## src/rtl/button_conditioner.sv

```systemverilog
// button_conditioner: per-button 2-FF synchronizer, debouncer and one-cycle press pulse for the RTC navigation keys.
// Define AUTOREPEAT_EN to add the hold-to-repeat FSM (DELAY/REPEAT states with their counters).
module button_conditioner #(
    parameter int N_BTN        = 4,
    parameter int DEB_CYCLES   = 500000,
    parameter int REPEAT_DELAY = 25000000,
    parameter int REPEAT_RATE  = 5000000
) (
    input  logic             clk,
    input  logic             rst,
    input  logic [N_BTN-1:0] btn_raw,
    output logic [N_BTN-1:0] btn_level,
    output logic [N_BTN-1:0] btn_pulse,
    output logic             any_pulse
);
    localparam int DEB_W = $clog2(DEB_CYCLES + 1);
    localparam logic [DEB_W-1:0] DEB_LAST = DEB_W'(DEB_CYCLES - 1);

    if (DEB_CYCLES < 2 || REPEAT_DELAY < 1 || REPEAT_RATE < 1) begin : g_param_check
        $error("button_conditioner: DEB_CYCLES must be >= 2 and repeat periods >= 1");
    end

    logic [N_BTN-1:0]            sync1_q, sync2_q;
    logic [N_BTN-1:0]            level_q, level_d;
    logic [N_BTN-1:0]            rise_d;
    logic [N_BTN-1:0]            pulse_q, pulse_d;
    logic                        any_q;
    logic [N_BTN-1:0][DEB_W-1:0] deb_q, deb_d;

    // A new level is taken only after DEB_CYCLES consecutive samples disagree with the current one.
    always_comb begin
        level_d = level_q;
        rise_d  = '0;
        deb_d   = '0;
        for (int i = 0; i < N_BTN; i++) begin
            if (sync2_q[i] != level_q[i]) begin
                if (deb_q[i] == DEB_LAST) begin
                    level_d[i] = sync2_q[i];
                    rise_d[i]  = sync2_q[i];
                end else begin
                    deb_d[i] = deb_q[i] + 1'b1;
                end
            end
        end
    end

    always_ff @(posedge clk or negedge rst) begin
        if (!rst) begin
            sync1_q <= '0;
            sync2_q <= '0;
            level_q <= '0;
            deb_q   <= '0;
            pulse_q <= '0;
            any_q   <= 1'b0;
        end else begin
            sync1_q <= btn_raw;
            sync2_q <= sync1_q;
            level_q <= level_d;
            deb_q   <= deb_d;
            pulse_q <= pulse_d;
            any_q   <= |pulse_d;
        end
    end

`ifdef AUTOREPEAT_EN
    localparam int REP_MAX = (REPEAT_DELAY > REPEAT_RATE) ? REPEAT_DELAY : REPEAT_RATE;
    localparam int REP_W   = $clog2(REP_MAX + 1);
    localparam logic [REP_W-1:0] DELAY_LAST = REP_W'(REPEAT_DELAY - 1);
    localparam logic [REP_W-1:0] RATE_LAST  = REP_W'(REPEAT_RATE - 1);

    typedef enum logic [1:0] {ST_IDLE, ST_DELAY, ST_REPEAT} state_t;

    state_t           state_q [N_BTN];
    logic [REP_W-1:0] rep_q   [N_BTN];
    logic             freeze;

    // Holding two or more buttons parks every repeat timer where it is.
    assign freeze = ($countones(level_q) > 1);

    always_comb begin
        pulse_d = '0;
        for (int i = 0; i < N_BTN; i++) begin
            if (level_d[i]) begin
                case (state_q[i])
                    ST_IDLE:   pulse_d[i] = rise_d[i];
                    ST_DELAY:  pulse_d[i] = !freeze && (rep_q[i] == DELAY_LAST);
                    ST_REPEAT: pulse_d[i] = !freeze && (rep_q[i] == RATE_LAST);
                    default:   pulse_d[i] = 1'b0;
                endcase
            end
        end
    end

    always_ff @(posedge clk or negedge rst) begin
        if (!rst) begin
            for (int i = 0; i < N_BTN; i++) begin
                state_q[i] <= ST_IDLE;
                rep_q[i]   <= '0;
            end
        end else begin
            for (int i = 0; i < N_BTN; i++) begin
                if (!level_d[i]) begin
                    state_q[i] <= ST_IDLE;
                    rep_q[i]   <= '0;
                end else begin
                    case (state_q[i])
                        ST_IDLE: begin
                            if (rise_d[i]) begin
                                state_q[i] <= ST_DELAY;
                                rep_q[i]   <= '0;
                            end
                        end
                        ST_DELAY: begin
                            if (!freeze) begin
                                if (rep_q[i] == DELAY_LAST) begin
                                    state_q[i] <= ST_REPEAT;
                                    rep_q[i]   <= '0;
                                end else begin
                                    rep_q[i] <= rep_q[i] + 1'b1;
                                end
                            end
                        end
                        ST_REPEAT: begin
                            if (!freeze) begin
                                if (rep_q[i] == RATE_LAST) begin
                                    rep_q[i] <= '0;
                                end else begin
                                    rep_q[i] <= rep_q[i] + 1'b1;
                                end
                            end
                        end
                        default: begin
                            state_q[i] <= ST_IDLE;
                            rep_q[i]   <= '0;
                        end
                    endcase
                end
            end
        end
    end
`else
    assign pulse_d = rise_d;
`endif

    assign btn_level = level_q;
    assign btn_pulse = pulse_q;
    assign any_pulse = any_q;

endmodule
```

## config.mk

```make
export PLATFORM = sky130hd
export DESIGN_NAME = button_conditioner
export DESIGN_NICKNAME = d
export VERILOG_FILES = /design/src/rtl/button_conditioner.sv
export SDC_FILE = /design/constraint.sdc
export NUM_CORES = 1
export LEC_CHECK = 0
export BUFFER_PORTS_ARGS = -buffer_cell sky130_fd_sc_hd__buf_2
export CAP_MARGIN = 20
export CELL_PAD_IN_SITES_DETAIL_PLACEMENT = 0
export CELL_PAD_IN_SITES_GLOBAL_PLACEMENT = 1
export CORE_ASPECT_RATIO = 1.25
export CORE_MARGIN = 1
export CORE_UTILIZATION = 45
export DETAILED_ROUTE_END_ITERATION = 8
export GPL_ROUTABILITY_DRIVEN = 0
export PLACE_DENSITY_LB_ADDON = 0.1
export SYNTH_ARGS = -nofsm -noshare
export SYNTH_HDL_FRONTEND = slang
export SYNTH_SLANG_ARGS = --single-unit
```

## constraint.sdc

```tcl
create_clock -name clk -period 2.4 [get_ports clk]
set_clock_uncertainty 0.05 [all_clocks]
set_input_delay 0.48 -clock clk [delete_from_list [all_inputs] [get_ports clk]]
set_output_delay 0.48 -clock clk [all_outputs]
set_load 0.01 [all_outputs]
```

## After elaboration in Yosys (flattened, before gate mapping)

Cells that the tools add are included.

- $mul: 0
- Reduce and logical (&&, ||, !) cells: 5
- Add/sub/neg operators: 4
- Bitwise operators: 0
- Order comparisons: 0
- Mux-type cells: 16
- Shifts and indexed selects: 0
- Equality and inequality tests: 8
- Div/mod/pow operators: 0

Operators by type and width:

| operator | number |
|---|---|
| $mux 19 | 8 |
| $add 19x1->19 const B | 4 |
| $eq 19x19->1 const B | 4 |
| $mux 1 | 8 |
| $reduce_and 2->1 | 4 |
| $ne 1x1->1 | 4 |
| $reduce_or 4->1 | 1 |

- Memories kept: 0
- Bits in registers: 93
- ROM bits: 0
- Output and inout bits: 9
- Latch bits: 0
- Input bits: 6
- RAM bits: 0
- Word-level logic and storage cells: 45

## Logic depth before layout (Yosys ltp)

- Word-level depth: 4
- Gate-level depth with buffers: 6
- Gate-level depth less buffers: 5

## Least setup slack after synthesis

OpenSTA, ideal clock, no wires.

- Kind: reg2reg
- From: reg deb_q[50] (netlist bit)
- To: reg deb_q[47] (netlist bit)
- Period minus slack after synthesis: 2.062 ns
- Slack: 0.338 ns
- Arrival: 1.893 ns
- Buffers on the path: 1
- Cell stages (with the launch flop): 6
- Required time: 2.231 ns
- Library setup time: 0.119 ns
- Cells stage by stage: dfrtp_1 or4b_1 or4_4 o21ai_4 buf_6 nor2_1

RTL lines:

| what | line | text |
|---|---|---|
| start, declared | 28 | `logic [N_BTN-1:0][DEB_W-1:0] deb_q, deb_d;` |
| start signal, assigned | 52 | `deb_q <= '0;` |
| start signal, assigned | 59 | `deb_q <= deb_d;` |

==> metrics.md <==
| Metric | Value |
|---|---|
| Final wirelength | 8190 µm |
| Sequential area share after synthesis | 0.534 |
| PwrDens | 654 nW/µm² |
| H-tree depth | 3 |
| DRC viols | 0 |
| Slew Limit Fails | 0 |
| Final #Nets | 467 |
| Starting Density | 0.470 |
| Hpwl dp | 5620 µm |
| Mapped cell area | 4360 µm² |
| Final period util | 0.913 |
| Filler cell count | 869 |
| CTS max path bufs | 2 |
| Vias in the first global route | 3146 |
| Count leader, synth | dfrtp_1 |
| Post-CTS setup buffer count | 0 |
| CP endpoint kind | flip-flop |
| Tmin final | 2.19 ns |
| Synth Register Bits | 93 |
| GRT Util Overall | 0.180 |
| Netlist cell types | 38 |
| Slew HR | 0.591 |
| Row count | 39 |
| Status | complete, no violations |
| Hold Path Class | in -> async |
| Clock latency on the worst-skew pair | 0.33 ns |
| Total core area | 9270 µm² |
| WL/cell | 14.0 µm |
| Flip-flop and latch area | 2330 µm² |
| Initial DRC Count | 108 |
| Initial antenna violation count | 0 |
| First-pass GRT wire length | 14700 µm |
| Peak supply drop | 334 µV |
| Pre-CTS setup slack | 0.213 ns |
| Die area | 10100 µm² |
| Via count | 3172 |
| Syn nets | 443 |
| Setup TNS Final | 0 ns |
| CTS Buf Count | 9 |
| Layout area overhead | 13.7% |
| Leading area contributor after synthesis | dfrtp_1 |
| Layout cells sized above 1 | 0.0952 |
| Via-per-instance ratio | 5.42 |
| Post-Synthesis Cells | 433 |
| Most area-consuming cells after synthesis | dfrtp_1 (53%), xnor2_1 (7.2%), nor2_1 (5.7%), xor2_1 (4.2%), nand4_1 (3.4%) |
| Count of port buffers added during placement | 14 |
| Clk sinks | 93 |
| Cts repair resizes | 0 |
| Ys async rst share | 1.00 |
| Largest net degree at the start of global routing | 47 |
| Multi-input combinational cell area | 1940 µm² |
| Post-CTS Hold Fix Bufs | 0 |
| Final ANT Viol Nets | 0 |
| Average size of a mapped cell | 10.1 µm² |
| CP Class | reg -> reg |
| Main flop type after synthesis | dfrtp_1 |
| Clock root cell | clkbuf_16 |
| List of most frequent post-synthesis cells | dfrtp_1 (93), nor2_1 (66), xnor2_1 (36) |
| GRT Residual Overflow | 0 |
| Post-synth EDFFs | 0 |
| Yosys warning total | 0 |
| Max-Cap Viols | 0 |
| Num ports | 15 |
| Critical Path Fanout Max | 14 |
| DRT Pass-1 Iters | 4 |
| Die Y | 112 µm |
| FMAX | 456 MHz |
| Worst setup SP type | flip-flop |
| Final hold vios | 0 |
| RSZ-0062 raised after global routing | no |
| TritonCTS clock tree | built |
| Antenna fix cells | 0 |
| Critical Path RT | 2.56 ns |
| Slew @ Worst Pin | 0.608 ns |
| Final setup vio count | 0 |
| Worst Slack Setup Final | 0.209 ns |
| Crit path DAT | 2.35 ns |
| Post-synth top area share | 0.534 |
| Die Wd | 90.1 µm |
| Clk slew on worst S/H paths | 0.06 ns |
| Leakage | 2.01 nW |
placed cells by master (no fill, tap or decap), drive strengths merged, types with 12 or more instances in the layout:
cell type and count:
a21oi 14, buf 22, clkbuf 12, dfrtp 93, inv 15, nand2 24, nand3 24, nand4 24
nor2 66, nor3 12, nor4 17, o21ai 16, xnor2 36, xor2 21
flip-flops by register name (all words and copies together) (netlist names):
register	count
sync2_q	4
deb_q	76
any_pulse	1
btn_pulse	4
btn_level	4
sync1_q	4
final timing paths:
path                                 startpoint                   end  slack, ns  cells after the start
setup / recovery            deb_q[49]$_DFF_PN0_   deb_q[54]$_DFF_PN0_       0.21                      5
hold / removal                              rst   deb_q[53]$_DFF_PN0_      0.006                      1
setup reg to reg            deb_q[49]$_DFF_PN0_   deb_q[54]$_DFF_PN0_       0.21                      5
hold reg to reg            sync1_q[2]$_DFF_PN0_  sync2_q[2]$_DFF_PN0_       0.29                      0
max in group asynchronous                   rst   deb_q[35]$_DFF_PN0_       1.65                      2
min in group clk                     btn_raw[3]  sync1_q[3]$_DFF_PN0_       0.21                      1
routing by layer:
metal	GRT usage	part of all wire	wire length [µm]	vias to the layer above
met2	0.299	0.48	3910	39
li1	-	-	-	1574
met5	0	0	0	-
met4	0.0839	0.018	145	0
met1	0.234	0.48	3940	1547
met3	0.0251	0.023	190	12
final cells by class:
cell class                      count  area share
Tap cell                          123      0.0310
Inverter                           15      0.0114
Clock buffer                       12      0.0517
Clock inverter                      4      0.0141
Timing Repair Buffer               22      0.0318
Multi-Input combinational cell    316       0.390
Sequential cell                    93       0.469
stage by stage:
| stage | power (mW) | cells | util | area, µm² | hold WS (ns) |
|---|---|---|---|---|---|
| 6_report | 3.24 | 585 | 0.535 | 4960 | 0.00611 |
| 3_3_place_gp | 1.74 | 569 | 0.499 | 4630 | 0.282 |
| 4_1_cts | 3.28 | 585 | 0.535 | 4960 | 0.0142 |
| 3_5_place_dp | 1.75 | 569 | 0.499 | 4630 | 0.286 |
| 5_1_grt | 3.36 | 585 | 0.535 | 4960 | 0.0210 |
| 2_1_floorplan | 1.68 | 433 | - | 4360 | 0.134 |
power by group:
group / total [mW] / leakage, nW / internal (mW) / switching (mW)
clock network: 1.53 / 0.163 / 0.966 / 0.563
logic: 0.104 / 0.572 / 0.0338 / 0.0698
registers: 1.61 / 1.27 / 1.59 / 0.0196
total: 3.24 / 2.01 / 2.59 / 0.652
worst max-delay path: stages, from the launching register on:
cell	delay, ns
dfrtp_1	0.43
or4b_1	0.54
or4_4	0.60
o21ai_4	0.23
buf_12	0.17
a21oi_1	0.04
kinds of logic (layout without fill, tap and decap cells):
| family | count (synthesis) | count (layout) | synth area share |
|---|---|---|---|
| and+or+nand+nor | 214 | 214 | 0.260 |
| DFF | 93 | 93 | 0.534 |
| xor gates and xnor gates | 57 | 57 | 0.114 |
| AOI/OAI and AO/OA | 39 | 39 | 0.0525 |
| buffers and inverters | 24 | 53 | 0.0227 |
| adders and majority gates | 4 | 4 | 0.0115 |
| muxes | 2 | 2 | 0.00488 |
No activity file was read; power rests on OpenSTA's default activity.
